`src/rtl/cpu_types_pkg.sv`:
```
// Purpose: shared CPU-side types for pipeline stages (word type, skid-stage states).
// Latency: n/a (types and pure helpers only).
// Backpressure: n/a.
package cpu_types_pkg;

  // Architectural data word used across the pipeline.
  typedef logic [31:0] word_t;

  // Occupancy of a two-entry skid stage: number of beats currently held.
  typedef enum logic [1:0] {
    EMPTY = 2'd0,
    ONE   = 2'd1,
    TWO   = 2'd2
  } pipe_state_t;

  // A stage can take another beat as long as the skid entry is still free.
  function automatic logic stateHasRoom(pipe_state_t s);
    return (s != TWO);
  endfunction

  // Any state other than EMPTY has a head beat on the outputs.
  function automatic logic stateHasHead(pipe_state_t s);
    return (s != EMPTY);
  endfunction

endpackage

```
`src/rtl/pipe_skid_reg_if.sv`:
```
// Purpose: valid/ready beat bundle between an upstream producer, the skid stage and a consumer.
// Latency: n/a (wiring only).
// Backpressure: in_ready/out_ready carry the stall in each direction.
interface pipe_skid_reg_if #(
  parameter int WIDTH = 128
);

  logic             in_valid;
  logic             in_ready;
  logic [WIDTH-1:0] in_data;
  logic             in_halt;

  logic             out_valid;
  logic             out_ready;
  logic [WIDTH-1:0] out_data;
  logic             out_halt;

  // Stage side: accepts beats upstream, presents them downstream.
  modport slave (
    input  in_valid,
    input  in_data,
    input  in_halt,
    input  out_ready,
    output in_ready,
    output out_valid,
    output out_data,
    output out_halt
  );

  // Environment side: drives upstream beats and the downstream ready.
  modport master (
    output in_valid,
    output in_data,
    output in_halt,
    output out_ready,
    input  in_ready,
    input  out_valid,
    input  out_data,
    input  out_halt
  );

endinterface

```
`src/rtl/sat_counter.sv`:
```
// Purpose: saturating up-counter, sticks at all-ones instead of wrapping.
// Latency: count reflects inc one cycle later.
// Backpressure: none; inc is sampled every cycle.
module sat_counter #(
  parameter int CNT_W = 16
) (
  input  logic             CLK,
  input  logic             RST,
  input  logic             inc,
  output logic [CNT_W-1:0] count
);

  logic atMax;

  assign atMax = (count == {CNT_W{1'b1}});

  // Count requested cycles, holding once every bit is set.
  always_ff @(posedge CLK) begin
    if (RST) begin
      count <= '0;
    end else if (inc && !atMax) begin
      count <= count + CNT_W'(1);
    end
  end

endmodule

```
`src/rtl/pipe_skid_reg.sv`:
```
// Purpose: two-entry pipeline skid register with flush squash, sticky halt lock and stall counter.
// Latency: 1 cycle from push into an empty stage to out_valid.
// Backpressure: in_ready is registered-only (full or halt-locked), never combinational from out_ready.
module pipe_skid_reg
  import cpu_types_pkg::*;
#(
  parameter int WIDTH = 128,
  parameter int CNT_W = 16
) (
  input  logic              CLK,
  input  logic              RST,
  pipe_skid_reg_if.slave    bus,
  input  logic              flush,
  output logic              halt_lock,
  output logic [CNT_W-1:0]  stall_cnt
);

  pipe_state_t      state;
  pipe_state_t      nextState;

  // Main entry is the head beat shown downstream; skid catches one beat while stalled.
  logic [WIDTH-1:0] mainData;
  logic             mainHalt;
  logic [WIDTH-1:0] skidData;
  logic             skidHalt;
  logic             haltLock;

  logic             push;
  logic             pop;
  logic             loadMainIn;
  logic             loadSkidIn;
  logic             moveSkid;
  logic             stallInc;

  // Ready depends on registered state only, so out_ready never ripples upstream.
  assign bus.in_ready  = stateHasRoom(state) & ~haltLock;
  assign bus.out_valid = stateHasHead(state);
  assign bus.out_data  = mainData;
  assign bus.out_halt  = mainHalt;
  assign halt_lock     = haltLock;

  assign push     = bus.in_valid & bus.in_ready;
  assign pop      = bus.out_valid & bus.out_ready;
  assign stallInc = bus.out_valid & ~bus.out_ready;

  // Occupancy register; reset and flush both empty the stage.
  always_ff @(posedge CLK) begin
    if (RST) begin
      state <= EMPTY;
    end else begin
      state <= nextState;
    end
  end

  // Next occupancy and entry moves; flush discards everything, including a same-cycle push.
  always_comb begin
    nextState  = state;
    loadMainIn = 1'b0;
    loadSkidIn = 1'b0;
    moveSkid   = 1'b0;
    if (flush) begin
      nextState = EMPTY;
    end else begin
      case (state)
        EMPTY: begin
          if (push) begin
            nextState  = ONE;
            loadMainIn = 1'b1;
          end
        end
        ONE: begin
          if (push && !pop) begin
            nextState  = TWO;
            loadSkidIn = 1'b1;
          end else if (pop && !push) begin
            nextState = EMPTY;
          end else if (push && pop) begin
            // Head leaves and the new beat takes its place in the same cycle.
            loadMainIn = 1'b1;
          end
        end
        TWO: begin
          // in_ready is low here, so only a pop can happen.
          if (pop) begin
            nextState = ONE;
            moveSkid  = 1'b1;
          end
        end
        default: begin
          nextState = EMPTY;
        end
      endcase
    end
  end

  // Head entry: cleared on reset so idle outputs read as zero; otherwise held while stalled.
  always_ff @(posedge CLK) begin
    if (RST) begin
      mainData <= '0;
      mainHalt <= 1'b0;
    end else if (loadMainIn) begin
      mainData <= bus.in_data;
      mainHalt <= bus.in_halt;
    end else if (moveSkid) begin
      mainData <= skidData;
      mainHalt <= skidHalt;
    end
  end

  // Skid entry: only meaningful in TWO, so its contents need no reset.
  always_ff @(posedge CLK) begin
    if (loadSkidIn) begin
      skidData <= bus.in_data;
      skidHalt <= bus.in_halt;
    end
  end

  // Once a halt beat is accepted the input stays closed until reset or a squash.
  always_ff @(posedge CLK) begin
    if (RST || flush) begin
      haltLock <= 1'b0;
    end else if (push && bus.in_halt) begin
      haltLock <= 1'b1;
    end
  end

  sat_counter #(
    .CNT_W (CNT_W)
  ) u_stallCounter (
    .CLK   (CLK),
    .RST   (RST),
    .inc   (stallInc),
    .count (stall_cnt)
  );

endmodule

```
`src/flat_wrapper.sv`:
```
// flat-port wrapper written by rule: the top's interface ports become plain ports
module pipe_skid_reg_flat import cpu_types_pkg::*;
#(
  parameter int WIDTH = 128,
  parameter int CNT_W = 16
)
  (CLK, RST, flush, halt_lock, stall_cnt, bus_in_valid, bus_in_data, bus_in_halt, bus_out_ready, bus_in_ready, bus_out_valid, bus_out_data, bus_out_halt);
  pipe_skid_reg_if #(.WIDTH(WIDTH)) bus_i ();
  input  logic CLK;
  input  logic RST;
  input  logic flush;
  output logic halt_lock;
  output logic [CNT_W-1:0] stall_cnt;
  input wire logic [$bits(bus_i.in_valid)-1:0] bus_in_valid;
  input wire logic [$bits(bus_i.in_data)-1:0] bus_in_data;
  input wire logic [$bits(bus_i.in_halt)-1:0] bus_in_halt;
  input wire logic [$bits(bus_i.out_ready)-1:0] bus_out_ready;
  output wire logic [$bits(bus_i.in_ready)-1:0] bus_in_ready;
  output wire logic [$bits(bus_i.out_valid)-1:0] bus_out_valid;
  output wire logic [$bits(bus_i.out_data)-1:0] bus_out_data;
  output wire logic [$bits(bus_i.out_halt)-1:0] bus_out_halt;
  assign bus_i.in_valid = bus_in_valid;
  assign bus_i.in_data = bus_in_data;
  assign bus_i.in_halt = bus_in_halt;
  assign bus_i.out_ready = bus_out_ready;
  assign bus_in_ready = bus_i.in_ready;
  assign bus_out_valid = bus_i.out_valid;
  assign bus_out_data = bus_i.out_data;
  assign bus_out_halt = bus_i.out_halt;
  pipe_skid_reg #(.WIDTH(WIDTH), .CNT_W(CNT_W)) u_core (.CLK(CLK), .RST(RST), .bus(bus_i), .flush(flush), .halt_lock(halt_lock), .stall_cnt(stall_cnt));
endmodule
```
`config.mk`:
```
export PLATFORM = sky130hd
export DESIGN_NAME = pipe_skid_reg_flat
export DESIGN_NICKNAME = d
export VERILOG_FILES = /design/src/rtl/cpu_types_pkg.sv /design/src/rtl/pipe_skid_reg_if.sv /design/src/rtl/sat_counter.sv /design/src/rtl/pipe_skid_reg.sv /design/src/flat_wrapper.sv
export SDC_FILE = /design/constraint.sdc
export NUM_CORES = 1
export LEC_CHECK = 0
export BUFFER_PORTS_ARGS = -buffer_cell sky130_fd_sc_hd__buf_2
export CORE_ASPECT_RATIO = 1.25
export CORE_MARGIN = 5
export CORE_UTILIZATION = 49
export DETAILED_ROUTE_END_ITERATION = 7
export GPL_TIMING_DRIVEN = 0
export PLACE_DENSITY_LB_ADDON = 0.2
export SETUP_SLACK_MARGIN = 0.05
export SYNTH_ARGS = -nofsm -noshare
export SYNTH_HDL_FRONTEND = slang
export SYNTH_SLANG_ARGS = --single-unit
```
`constraint.sdc`:
```
create_clock -name CLK -period 7.1 [get_ports CLK]
set_input_delay 1.42 -clock CLK [delete_from_list [all_inputs] [get_ports CLK]]
set_output_delay 1.42 -clock CLK [all_outputs]
set_load 0.05 [all_outputs]
```
==> results.md <==
* Power Dens Cells at 269.8 mW/mm^2
* Syn_area_per_cell at about 12 um^2
* Port Buffer Count at 280
* Syn_nets at 973
* Layout cells sized above 1 at 30.62%
* Final period utilization at between 40% and 50%
* Max incr delay on CP at ~0.63 ns
* Count of cell types in the netlist at 42
* Async SR Flop Fraction at 0%
* Final instance area at around 0.013 mm^2
* RSZ-0062 raised after global routing: no
* X dimension of the die at around 140 um
* # hold bufs at CTS at 0
* Lkg Pwr at around 0.0049 uW
* Data required, critical path at ~7.3 ns
* Data arrival, critical path at between 3 and 4 ns
* Final Wtd Congestion at 0.8244
* Clk_lat worst skew at 0.52 ns
* Synth Area in Simple Gates at 9.024%
* First-pass GRT wire length at roughly 40000 um
* Crit Path Class: input port to register
* Die area at 0.02329 mm^2
* Initial DRC Count at a little under 500
* Die Y at around 170 um
* Synthesized area at between 0.009 and 0.01 mm^2
* Post-Synth XOR/XNOR Area at 0%
* Ys flop type: dfxtp_1
* Worst-path clk slew at around 0.06 ns
* Post-synthesis mux area share at less than 1%
* Largest net degree at the start of global routing at 47
* Row cnt at slightly below 60
* Hold Path Class: register to register
* Total gr overflow at 0
* Total detailed-routing wirelength at 25710 um
* Clock buffer depth at 3
* Vias/cell at 5.459
* FF+latch area at roughly 0.0068 mm^2
* Number of synthesized flops with an enable pin at about 130
* Final worst clock skew at 0.009097 ns
* I/O pins at 282
* CTS tree: built
* CP max FO at 46
* Root buf cell: clkbuf_16
* Final Util at a little over three fifths
* Outcome: finished, final reports clean
* Flops & latches, synth at around 280
* CP max stage cell: and3_4
* Peak Freq at ~0.31 GHz
* Placement Cell Area at approximately 0.012 mm^2
* YS warnings at 0
* Drc violations at 0
* Fillcell total at approximately 1700
* Kind of end point of the critical path: register
* CTS Buf Count at 26
* Final setup viols at 0
* Max-slew headroom at slightly below 50%
* Max_cap viols at 0
* Worst Setup Slack, final at approximately 3.9 ns
* Synth Area in Adders at 0.3770%
* Area grow syn2layout at 26.17%
* Tmin final at about 3.2 ns
* PostCTS Resize Cnt at 0
* Multi-input gate area at 0.002798 mm^2
* Final Hold Fails at 0
* Initial core utilization at just under 50%
* Dpl hpwl at 17850 um
* Largest family of logic cells by synthesized area: compound AO/OA/AOI/OAI gates
* First-pass iteration count of the detailed router at 5
* Antenna violations before repair at 6
* Antenna-violating nets left at 0
* Seq/Total Area, Yosys at ~69%
* Setup Fix Bufs, Post-CTS at 0
* Critical path cell sequence: buf_2 > nor3b_1 > ha_1 > and3_4 > buf_16 > buf_12
* Fin. max-slew vios at 0
* Number of H-tree levels at 1
* WL per Instance at between 15 and 20 um
* Synth Area in Compound Gates at roughly 18%
* Total GRT Usage at a little over a fifth
* Final #Nets at around 1300
* Core area at around 0.02 mm^2
* Peak supply drop at about 0.21 mV
* Vias post-DR at between 7000 and 8000
* Startpoint types: input port
* Number of global-route vias before repair at 7690
* DP Worst Slack at 3.300 ns
* Final setup TNS at 0 ns
* Clk sink count at roughly 280
* Worst Tran Pin Value at roughly 0.76 ns
* Syn Inst Count at about 840
==> synthesized netlist by cell type, types with 2 or more instances <==
| cell | count | area share, % |
|---|---|---|
| a211oi_1 | 2 | 0.15 |
| nor2b_1 | 5 | 0.31 |
| o21ai_0 | 6 | 0.30 |
| and4_1 | 2 | 0.18 |
| nor2_1 | 7 | 0.26 |
| and2_1 | 4 | 0.25 |
| nand4_1 | 8 | 0.50 |
| nor3_1 | 6 | 0.30 |
| edfxtp_1 | 129 | 39 |
| mux2_2 | 2 | 0.23 |
| nor4_1 | 2 | 0.13 |
| buf_4 | 14 | 1.1 |
| nor3b_1 | 2 | 0.15 |
| or4_1 | 3 | 0.23 |
| a22oi_1 | 129 | 9.7 |
| or3_1 | 6 | 0.38 |
| dfxtp_1 | 148 | 30 |
| buf_2 | 18 | 0.90 |
| ha_1 | 3 | 0.38 |
| nand2b_1 | 3 | 0.19 |
| inv_1 | 4 | 0.15 |
| o31ai_1 | 3 | 0.23 |
| nand2_1 | 133 | 5.0 |
| a21oi_1 | 144 | 7.2 |
| nand3_1 | 7 | 0.35 |
| clkbuf_1 | 30 | 1.1 |
==> logic make-up (layout without fill, tap and decap cells) <==
family,Yosys count,after routing
buffers and inverters,67,397
and+or+nand+nor,195,195
adders and majority gates,3,3
muxes,4,4
DFF,277,277
AOI/OAI and AO/OA,290,290
other,0,5
==> metrics by stage <==
stage	std cells	power [uW]	hold slack, ns
3_5_place_dp	1388	2116	0.4438
4_1_cts	1436	3420	0.4526
3_3_place_gp	1386	2112	0.4401
5_1_grt	1441	3524	0.4661
2_1_floorplan	836	1995	0.5058
6_report	1441	3389	0.4501
==> cell type report <==
type / count / area share [%]
Buffer: 63 / 2.480
Multi-Input combinational cell: 492 / 22.27
Tap cell: 270 / 2.690
Inverter: 4 / 0.1195
Clock inverter: 5 / 0.1992
Timing Repair Buffer: 282 / 11.54
Clock buffer: 43 / 6.176
Antenna cell: 5 / 0.09961
Sequential cell: 277 / 54.43
==> worst max-delay path, delay by kind of cell <==
family	cells	cell delay [ns]
fa+ha+maj	1	0.25
simple gates	2	1.01
buf+inv	3	0.70
==> routing by layer <==
layer / GRT usage [%] / part of all wire [%] / up-vias
met5: 0 / 0.027 / -
met4: 6.554 / 2.0 / 2
met3: 6.198 / 9.0 / 34
met2: 35.20 / 49 / 276
met1: 26.46 / 40 / 3803
li1: - / - / 3751
==> placed cells by master, fill, tap and decap left out, drive strengths merged, types with 5 or more instances in the layout <==
cell / n
a21oi: 144
a22oi: 129
buf: 315
clkbuf: 73
dfxtp: 148
diode: 5
edfxtp: 129
inv: 5
nand2: 133
nand3: 7
nand4: 9
nor2: 7
nor2b: 5
nor3: 6
o21ai: 6
or3: 6
==> power by group <==
part / internal, uW / leakage (uW) / switching [uW]
sequential: 1720 / 0.00237 / 20.4
clock: 743 / 0.000393 / 564
combinational: 95.0 / 0.00214 / 250
==> registers in the layout, indices dropped and copies added (netlist names) <==
register / count
u_core.skidData: 128
u_core.skidHalt: 1
u_core.bus.out_data: 128
u_core.state: 2
u_core.halt_lock: 1
u_core.bus.out_halt: 1
u_core.u_stallCounter.count: 16
==> path summary, 6_finish.rpt <==
check	start	to	slack, ns	cells after the start
max	bus_in_valid	u_core.skidData[87]	3.85	6
min	u_core.bus.out_data[87]	u_core.bus.out_data[87]	0.45	2
max reg2reg	u_core.state[0]	u_core.skidData[87]	4.21	7
min reg2reg	u_core.bus.out_data[87]	u_core.bus.out_data[87]	0.45	2
Power figures use the tool's default switching activity.
